<file path="config.mk">
export PLATFORM = sky130hd
export DESIGN_NAME = regfile_req_sequencer
export DESIGN_NICKNAME = d
export VERILOG_FILES = /design/src/rtl/regfile_seq_pkg.sv /design/src/rtl/regfile_req_sequencer_rsp_fifo.sv /design/src/rtl/regfile_req_sequencer.sv
export SDC_FILE = /design/constraint.sdc
export NUM_CORES = 1
export LEC_CHECK = 0
export BUFFER_PORTS_ARGS = -buffer_cell sky130_fd_sc_hd__buf_2
export CORE_UTILIZATION = 45
export CTS_CLUSTER_SIZE = 8
export DETAILED_ROUTE_END_ITERATION = 8
export PLACE_DENSITY = 0.67
export SYNTH_ARGS = -nofsm -noshare
export SYNTH_HDL_FRONTEND = slang
export SYNTH_SLANG_ARGS = --single-unit
</file>
<file path="constraint.sdc">
create_clock -name clk -period 6.1 [get_ports clk]
set_input_delay 1.83 -clock clk [delete_from_list [all_inputs] [get_ports clk]]
set_output_delay 1.83 -clock clk [all_outputs]
set_load 0.005 [all_outputs]
</file>
<file path="src/rtl/regfile_seq_pkg.sv">
// regfile_seq_pkg
//   Shared types and defaults for the register file request sequencer.
//   - ADDR_W_DEF / DATA_W_DEF : default address and word widths (8 x 8 file)
//   - prio_e                  : round-robin priority side used by the arbiter
//   - rsp_t                   : one read response (data word + error flag)
package regfile_seq_pkg;

  localparam int ADDR_W_DEF = 3;
  localparam int DATA_W_DEF = 8;

  typedef enum logic {
    PRIO_READ  = 1'b0,
    PRIO_WRITE = 1'b1
  } prio_e;

  typedef struct packed {
    logic [DATA_W_DEF-1:0] data;
    logic                  error;
  } rsp_t;

endpackage

</file>
<file path="src/rtl/regfile_req_sequencer_rsp_fifo.sv">
// rsp_fifo
//   Synchronous FIFO for read responses. The output is read directly from the
//   head entry, so a push into an empty FIFO becomes visible the next cycle and
//   the head stays stable until it is popped.
//   Ports:
//     clk, resetn       clock, asynchronous active-low reset
//     push, push_item   write one entry (ignored when full)
//     pop, pop_item     remove head entry (ignored when empty); pop_item = head
//     full, empty       status flags
//     count             current occupancy (0..DEPTH)
import regfile_seq_pkg::*;

module rsp_fifo #(
  parameter int  DEPTH  = 4,
  parameter type item_t = rsp_t
) (
  input  logic                       clk,
  input  logic                       resetn,
  input  logic                       push,
  input  item_t                      push_item,
  input  logic                       pop,
  output item_t                      pop_item,
  output logic                       full,
  output logic                       empty,
  output logic [$clog2(DEPTH):0]     count
);

  localparam int PTR_W = $clog2(DEPTH);

  // Pointers carry one extra wrap bit so full and empty can be told apart
  // when the index bits match.
  logic [PTR_W:0] wr_ptr_q, wr_ptr_d;
  logic [PTR_W:0] rd_ptr_q, rd_ptr_d;
  item_t          mem_q [DEPTH];
  logic           push_ok;
  logic           pop_ok;

  always_comb begin
    empty    = (wr_ptr_q == rd_ptr_q);
    full     = (wr_ptr_q[PTR_W] != rd_ptr_q[PTR_W]) &&
               (wr_ptr_q[PTR_W-1:0] == rd_ptr_q[PTR_W-1:0]);
    count    = wr_ptr_q - rd_ptr_q;
    push_ok  = push && !full;
    pop_ok   = pop && !empty;
    wr_ptr_d = push_ok ? wr_ptr_q + (PTR_W+1)'(1) : wr_ptr_q;
    rd_ptr_d = pop_ok  ? rd_ptr_q + (PTR_W+1)'(1) : rd_ptr_q;
    pop_item = mem_q[rd_ptr_q[PTR_W-1:0]];
  end

  always_ff @(posedge clk or negedge resetn) begin
    if (!resetn) begin
      wr_ptr_q <= '0;
      rd_ptr_q <= '0;
    end else begin
      wr_ptr_q <= wr_ptr_d;
      rd_ptr_q <= rd_ptr_d;
    end
  end

  // Storage needs no reset: the pointers alone define which entries are live.
  always_ff @(posedge clk) begin
    if (push_ok) begin
      mem_q[wr_ptr_q[PTR_W-1:0]] <= push_item;
    end
  end

endmodule

</file>
<file path="src/rtl/regfile_req_sequencer.sv">
// regfile_req_sequencer
//   Front end for a 1RW register file. Round-robin arbitrates a write request
//   channel against a read request channel, issues at most one registered
//   register-file operation per cycle, and collects read data into a
//   credit-protected response FIFO returned in issue order.
//   Ports:
//     clk, resetn                   clock, asynchronous active-low reset
//     w_valid/w_ready/w_addr/w_data write request handshake
//     r_valid/r_ready/r_addr        read request handshake
//     rf_wr/rf_rd/rf_addr/rf_din    registered register-file command
//     rf_dout/rf_error              read data/error, valid the cycle after rf_rd
//     rsp_valid/rsp_ready           response handshake
//     rsp_data/rsp_error            response payload
import regfile_seq_pkg::*;

module regfile_req_sequencer #(
  parameter int ADDR_W    = ADDR_W_DEF,
  parameter int DATA_W    = DATA_W_DEF,
  parameter int RSP_DEPTH = 4
) (
  input  logic              clk,
  input  logic              resetn,
  input  logic              w_valid,
  output logic              w_ready,
  input  logic [ADDR_W-1:0] w_addr,
  input  logic [DATA_W-1:0] w_data,
  input  logic              r_valid,
  output logic              r_ready,
  input  logic [ADDR_W-1:0] r_addr,
  output logic              rf_wr,
  output logic              rf_rd,
  output logic [ADDR_W-1:0] rf_addr,
  output logic [DATA_W-1:0] rf_din,
  input  logic [DATA_W-1:0] rf_dout,
  input  logic              rf_error,
  output logic              rsp_valid,
  input  logic              rsp_ready,
  output logic [DATA_W-1:0] rsp_data,
  output logic              rsp_error
);

  localparam int CRED_W = $clog2(RSP_DEPTH) + 1;

  typedef struct packed {
    logic [DATA_W-1:0] data;
    logic              error;
  } rsp_item_t;

  prio_e             prio_q, prio_d;
  logic              rf_wr_q, rf_wr_d;
  logic              rf_rd_q, rf_rd_d;
  logic [ADDR_W-1:0] rf_addr_q, rf_addr_d;
  logic [DATA_W-1:0] rf_din_q, rf_din_d;
  logic              rd_stage1_q, rd_stage1_d;
  logic [CRED_W-1:0] credits_q, credits_d;

  logic              read_ok;
  logic              grant_w;
  logic              grant_r;
  logic              rsp_pop;
  rsp_item_t         push_item;
  rsp_item_t         head_item;
  logic              fifo_full;
  logic              fifo_empty;
  logic [$clog2(RSP_DEPTH):0] fifo_count;

  // Arbiter and next-state logic
  always_comb begin
    grant_w     = 1'b0;
    grant_r     = 1'b0;
    prio_d      = prio_q;
    // A read only competes while a response slot is guaranteed for it.
    read_ok     = r_valid && (credits_q != '0);

    if (w_valid && read_ok) begin
      if (prio_q == PRIO_READ) begin
        grant_r = 1'b1;
        prio_d  = PRIO_WRITE;
      end else begin
        grant_w = 1'b1;
        prio_d  = PRIO_READ;
      end
    end else if (w_valid) begin
      grant_w = 1'b1;
    end else if (read_ok) begin
      grant_r = 1'b1;
    end

    w_ready     = grant_w;
    r_ready     = grant_r;

    rf_wr_d     = grant_w;
    rf_rd_d     = grant_r;
    rf_addr_d   = grant_w ? w_addr : (grant_r ? r_addr : rf_addr_q);
    rf_din_d    = grant_w ? w_data : rf_din_q;
    // rf_dout is valid one cycle after rf_rd; this stage marks that cycle.
    rd_stage1_d = rf_rd_q;

    rsp_pop     = rsp_valid && rsp_ready;
    credits_d   = credits_q;
    if (grant_r && !rsp_pop) begin
      credits_d = credits_q - CRED_W'(1);
    end else if (!grant_r && rsp_pop) begin
      credits_d = credits_q + CRED_W'(1);
    end

    push_item.data  = rf_dout;
    push_item.error = rf_error;
  end

  always_ff @(posedge clk or negedge resetn) begin
    if (!resetn) begin
      prio_q      <= PRIO_READ;
      rf_wr_q     <= 1'b0;
      rf_rd_q     <= 1'b0;
      rf_addr_q   <= '0;
      rf_din_q    <= '0;
      rd_stage1_q <= 1'b0;
      credits_q   <= CRED_W'(RSP_DEPTH);
    end else begin
      prio_q      <= prio_d;
      rf_wr_q     <= rf_wr_d;
      rf_rd_q     <= rf_rd_d;
      rf_addr_q   <= rf_addr_d;
      rf_din_q    <= rf_din_d;
      rd_stage1_q <= rd_stage1_d;
      credits_q   <= credits_d;
    end
  end

  rsp_fifo #(
    .DEPTH  (RSP_DEPTH),
    .item_t (rsp_item_t)
  ) u_rsp_fifo (
    .clk       (clk),
    .resetn    (resetn),
    .push      (rd_stage1_q),
    .push_item (push_item),
    .pop       (rsp_ready),
    .pop_item  (head_item),
    .full      (fifo_full),
    .empty     (fifo_empty),
    .count     (fifo_count)
  );

  assign rf_wr     = rf_wr_q;
  assign rf_rd     = rf_rd_q;
  assign rf_addr   = rf_addr_q;
  assign rf_din    = rf_din_q;
  assign rsp_valid = !fifo_empty;
  assign rsp_data  = head_item.data;
  assign rsp_error = head_item.error;

  // Every slot is either a free credit, a read in the issue pipeline, or a
  // stored response; the FIFO therefore never sees a push while full.
  a_credit_balance: assert property (@(posedge clk) disable iff (!resetn)
    int'(credits_q) + int'(fifo_count) + int'(rf_rd_q) + int'(rd_stage1_q) == RSP_DEPTH);
  a_no_overflow: assert property (@(posedge clk) disable iff (!resetn)
    !(rd_stage1_q && fifo_full));

endmodule

</file>
Word-level counts from Yosys, hierarchy flattened
Memory sizes are Yosys's and may differ from the RTL's.
Cells that the tools add are included.
{ "word_totals": {"ramBits": 36, "in_bits": 28, "output_inout_bits": 25, "reg_bits": 24, "memories": 1} }
{ "op_classes": {"reduce_logical": 14, "eq_ne": 3, "addsub": 4, "mux": 13} }
{ "memory_table": {"columns": ["memory", "words", "word_bits", "read_ports", "rd_ports_with_merged_regs", "wr", "line_no", "text"], "rows": [
  ["u_rsp_fifo.mem_q", 4, 9, 1, 0, 1, "regfile_req_sequencer_rsp_fifo.sv:34", "item_t mem_q [DEPTH];"]
]} }
{ "ops": {"columns": ["cell", "n"], "rows": [
  ["two-way mux 3 bit", 4],
  ["adder 3 x 1 -> 3 bit (second input constant)", 3],
  ["two-way mux 1 bit", 9],
  ["logical AND 1 bit", 7],
  ["zero test 1 bit", 4],
  ["nonzero test 2 bit", 2],
  ["== test 3 bit", 1],
  ["nonzero test 3 bit", 1],
  ["subtractor 3 x 1 -> 3 bit (second input constant)", 1],
  ["== test 2 bit", 1],
  ["!= test 1 bit", 1]
]} }

Longest topological paths before layout
{ "logic_depth": {"ltp_word": 9, "mapped_depth": 8, "ltp_nobuf": 8} }

Cells and area by module
Synthesis repeated with hierarchy kept, for this count alone.
{ "unflattened": {"cells_unflattened": 144, "area_unflattened_um2": 2556.2} }
{ "by_module_without_submodules": {"columns": ["module", "area_per_inst_um2", "cells_per_inst", "n_inst"], "rows": [
  ["rsp_fifo", 1754.2, 92, 1],
  ["regfile_req_sequencer", 802.0, 52, 1]
]} }

Worst setup path before layout
OpenSTA, ideal clock, no wires.
{ "synth_path": {"path_type": "in2out", "start": "input r_valid", "end": "output w_ready", "required_time_ns": 4.270, "path_stages": 4, "arrival_ns": 2.432, "slack_ns": 1.838, "path_cell_list": "o31ai_1 -> o21ai_0 -> buf_4 -> inv_1"} }
{ "synth_via": {"elab_chain_len": 3} }
{ "synth_lines": {"columns": ["item", "line_no", "text"], "rows": [
  ["start: declaration", "regfile_req_sequencer.sv:27", "input logic r_valid,"],
  ["logical AND 1 bit", "regfile_req_sequencer.sv:73", "read_ok = r_valid && (credits_q != '0);"],
  ["logical AND 1 bit", "regfile_req_sequencer.sv:75", "if (w_valid && read_ok) begin"],
  ["two-way mux 1 bit", "regfile_req_sequencer.sv:75", null],
  ["end: declaration", "regfile_req_sequencer.sv:24", "output logic w_ready,"]
]} }
Every way passes these cells.

Worst setup path after layout
Same ends and word-level chain as after synthesis.

==> results.sh <==
export IMPL_status="finished clean"
export IMPL_syn_num_nets=171
export IMPL_reg2regPathDepth=5
export IMPL_max_slew_worst_pin_slew_ns=1.03
export IMPL_via_per_inst=5.10
export IMPL_timing_rr_end="credits_q[1]"
export IMPL_nets=232
export IMPL_relSlewSlack=0.316
export IMPL_numCtsBuffers=9
export IMPL_syn2layout_area_growth_pct=20.9
export IMPL_coreArea_sq_mm=0.00520
export IMPL_drive_gt1_frac=0.450
export IMPL_cp_required_ns=4.27
export IMPL_ir_worst_vdd_mv=0.140
export IMPL_worstHoldStart="rf_rd"
export IMPL_path_clk_slew_ns=0.06
export IMPL_yosysUniqueCellTypes=35
export IMPL_dp_slack_ns=1.72
export IMPL_ios=53
export IMPL_top_usage_layer="met2"
export IMPL_min_period_ns=4.38
export IMPL_holdPathEnd="rd_stage1_q"
export IMPL_powerDensity_mw_per_mm2=266
export IMPL_numClockSinks=60
export IMPL_final_cell_mix="buf_2, edfxtp_1, dfrtp_1"
export IMPL_start_kind="input port"
export IMPL_grt_pass1_wl_um=6860
export IMPL_maxCapViolations=0
export IMPL_clockBufferDepth=2
export IMPL_synthCells=136
export IMPL_layout_commonest_cell="buf_2"
export IMPL_drt_initial_drc_count=58
export IMPL_hold_buffers=0
export IMPL_maxSlewViolCount=0
export IMPL_track_usage=0.159
export IMPL_crit_path_max_fanout=12
export IMPL_hold_viol=0
export IMPL_vias=1388
export IMPL_place_area_sq_mm=0.00281
export IMPL_post_cts_setup_buffer_count=0
export IMPL_layoutNonFillerInstCount=272
export IMPL_grt_util_met2=0.276
export IMPL_rows=26
export IMPL_post_drt_wl_per_cell_um=15.5
export IMPL_h_tree_depth=3
export IMPL_fin_util=0.575
export IMPL_rsz0062_at_grt="false"
export IMPL_criticalPathCategory="in2out"
export IMPL_die_w_um=76.2
export IMPL_dieArea_sq_mm=0.00580
export IMPL_initial_core_util=0.475
export IMPL_grt_use_met1=0.182
export IMPL_clock_latency_ns=0.31
export IMPL_fmax_mhz=228
export IMPL_yosys_register_bits=60
export IMPL_gp_congestion=0.792
export IMPL_dp_cells=256
export IMPL_cp_end_kind="output pin"
export IMPL_drc=0
export IMPL_layout_setup_ws_ns=1.72
export IMPL_grt_max_degree=25
export IMPL_grt_ovfl_total=0
export IMPL_hold_path_class="reg2reg"
export IMPL_cts_tree="yes"
export IMPL_ant_nets=0
export IMPL_synth_seq_area_share=0.680
export IMPL_arrival_ns=2.55
export IMPL_die_h_um=76.2
export IMPL_reg2reg_slack_ns=3.51
export IMPL_final_area_sq_mm=0.00299
export IMPL_hold_depth=0
export IMPL_ctsRootBufferMaster="clkbuf_8"
export IMPL_dp_hpwl_um=3010
export IMPL_synth_area_sq_mm=0.00247
export IMPL_grt_pass1_vias=1483
export IMPL_p_leak_uw=0.00125
export IMPL_antenna_found_initial=0
export IMPL_port_buffers=52
export IMPL_syn_mean_instance_area_sq_um=18.2
export IMPL_dr_pass1_iters=4
export IMPL_finalSetupViolCount=0
export IMPL_setup_tns_ns=0
export IMPL_ys_warnings_count=0
export IMPL_r2r_start="u_rsp_fifo.rd_ptr_q[0]"
export IMPL_finalClockSkew_ns=0.00515
export IMPL_period_share=0.719
export IMPL_ctsResizeCount=0
export IMPL_finalWirelength_um=4220
export IMPL_n_antenna_cell=0
export IMPL_grt_use_met3=0.0479
worst max-delay path by stage:
stage | slack, ns | endpoint | from | cells after the start
final | 1.72 | w_ready | r_valid | 6
after CTS | 1.72 | w_ready | r_valid | 6
after floorplan | 1.84 | w_ready | r_valid | 4
after global routing | 1.68 | w_ready | r_valid | 6
after detailed placement | 1.72 | w_ready | r_valid | 6
after global placement | 1.75 | w_ready | r_valid | 6
through the flow:
step           power (uW)  hold slack, ns
6_report              796           0.386
5_1_grt               831           0.405
4_1_cts               810           0.391
3_5_place_dp          486           0.377
3_3_place_gp          484           0.367
2_1_floorplan         461           0.376
sequential cells by signal, indices dropped and copies added (netlist names):
register / cells
u_rsp_fifo.wr_ptr_q: 3
rd_stage1_q: 1
rf_wr: 1
rf_rd: 1
u_rsp_fifo.mem_q: 36
u_rsp_fifo.rd_ptr_q: 3
credits_q: 3
prio_q: 1
rf_addr: 3
rf_din: 8
worst max-delay path: stages:
cell	delay, ns
buf_2	0.09
o31ai_1	0.05
o21ai_0	0.16
buf_4	0.22
inv_1	0.07
buf_2	0.12
power by group:
group / switching, uW / internal, uW
sequential: 3.88 / 439
combinational: 15.8 / 18.7
clock: 130 / 189
logic make-up (layout without fill, tap and decap cells):
logic type,count (synthesis),after routing,share of synthesized area
muxes,20,20,0.133
xor gates and xnor gates,10,10,0.0415
buffers and inverters,7,73,0.0126
adders and majority gates,7,7,0.0384
and+or+nand+nor,18,18,0.0379
DFF,60,60,0.680
AOI/OAI and AO/OA,14,14,0.0561
synth_stat cells, drive strengths merged:
cell | instances | share of area
nand3 | 1 | 0.0020
and2 | 3 | 0.0076
buf | 2 | 0.0051
mux4 | 9 | 0.082
inv | 4 | 0.0061
o221a | 2 | 0.0091
mux2 | 11 | 0.052
clkbuf | 1 | 0.0015
a21oi | 1 | 0.0020
dfstp | 1 | 0.011
or4 | 1 | 0.0030
or2 | 1 | 0.0025
o211a | 2 | 0.0081
o31a | 3 | 0.014
o211ai | 1 | 0.0030
o31ai | 2 | 0.012
nand3b | 1 | 0.0030
dfrtp | 23 | 0.23
ha | 6 | 0.030
xor2 | 4 | 0.020
o21bai | 1 | 0.0030
or3 | 3 | 0.0076
xnor2 | 6 | 0.021
o21ai | 1 | 0.0020
nor2 | 2 | 0.0030
edfxtp | 36 | 0.44
nand2 | 6 | 0.0091
fa | 1 | 0.0081
a21o | 1 | 0.0030
cell type report:
type / instances / area [sq um]
inverters: 4 / 15.0
clock inverters: 2 / 35.0
flip-flops and latches: 60 / 1680
fillers: 410 / 2210
multi-input cells: 69 / 761
well taps: 70 / 87.6
clock buffers: 14 / 143
repair buffers: 53 / 268
layer usage:
metal	share of wire	wire, um
met1	0.42	1760
met2	0.51	2170
met3	0.059	249
met4	0.0088	37
met5	0	0
Power figures use the tool's default switching activity.
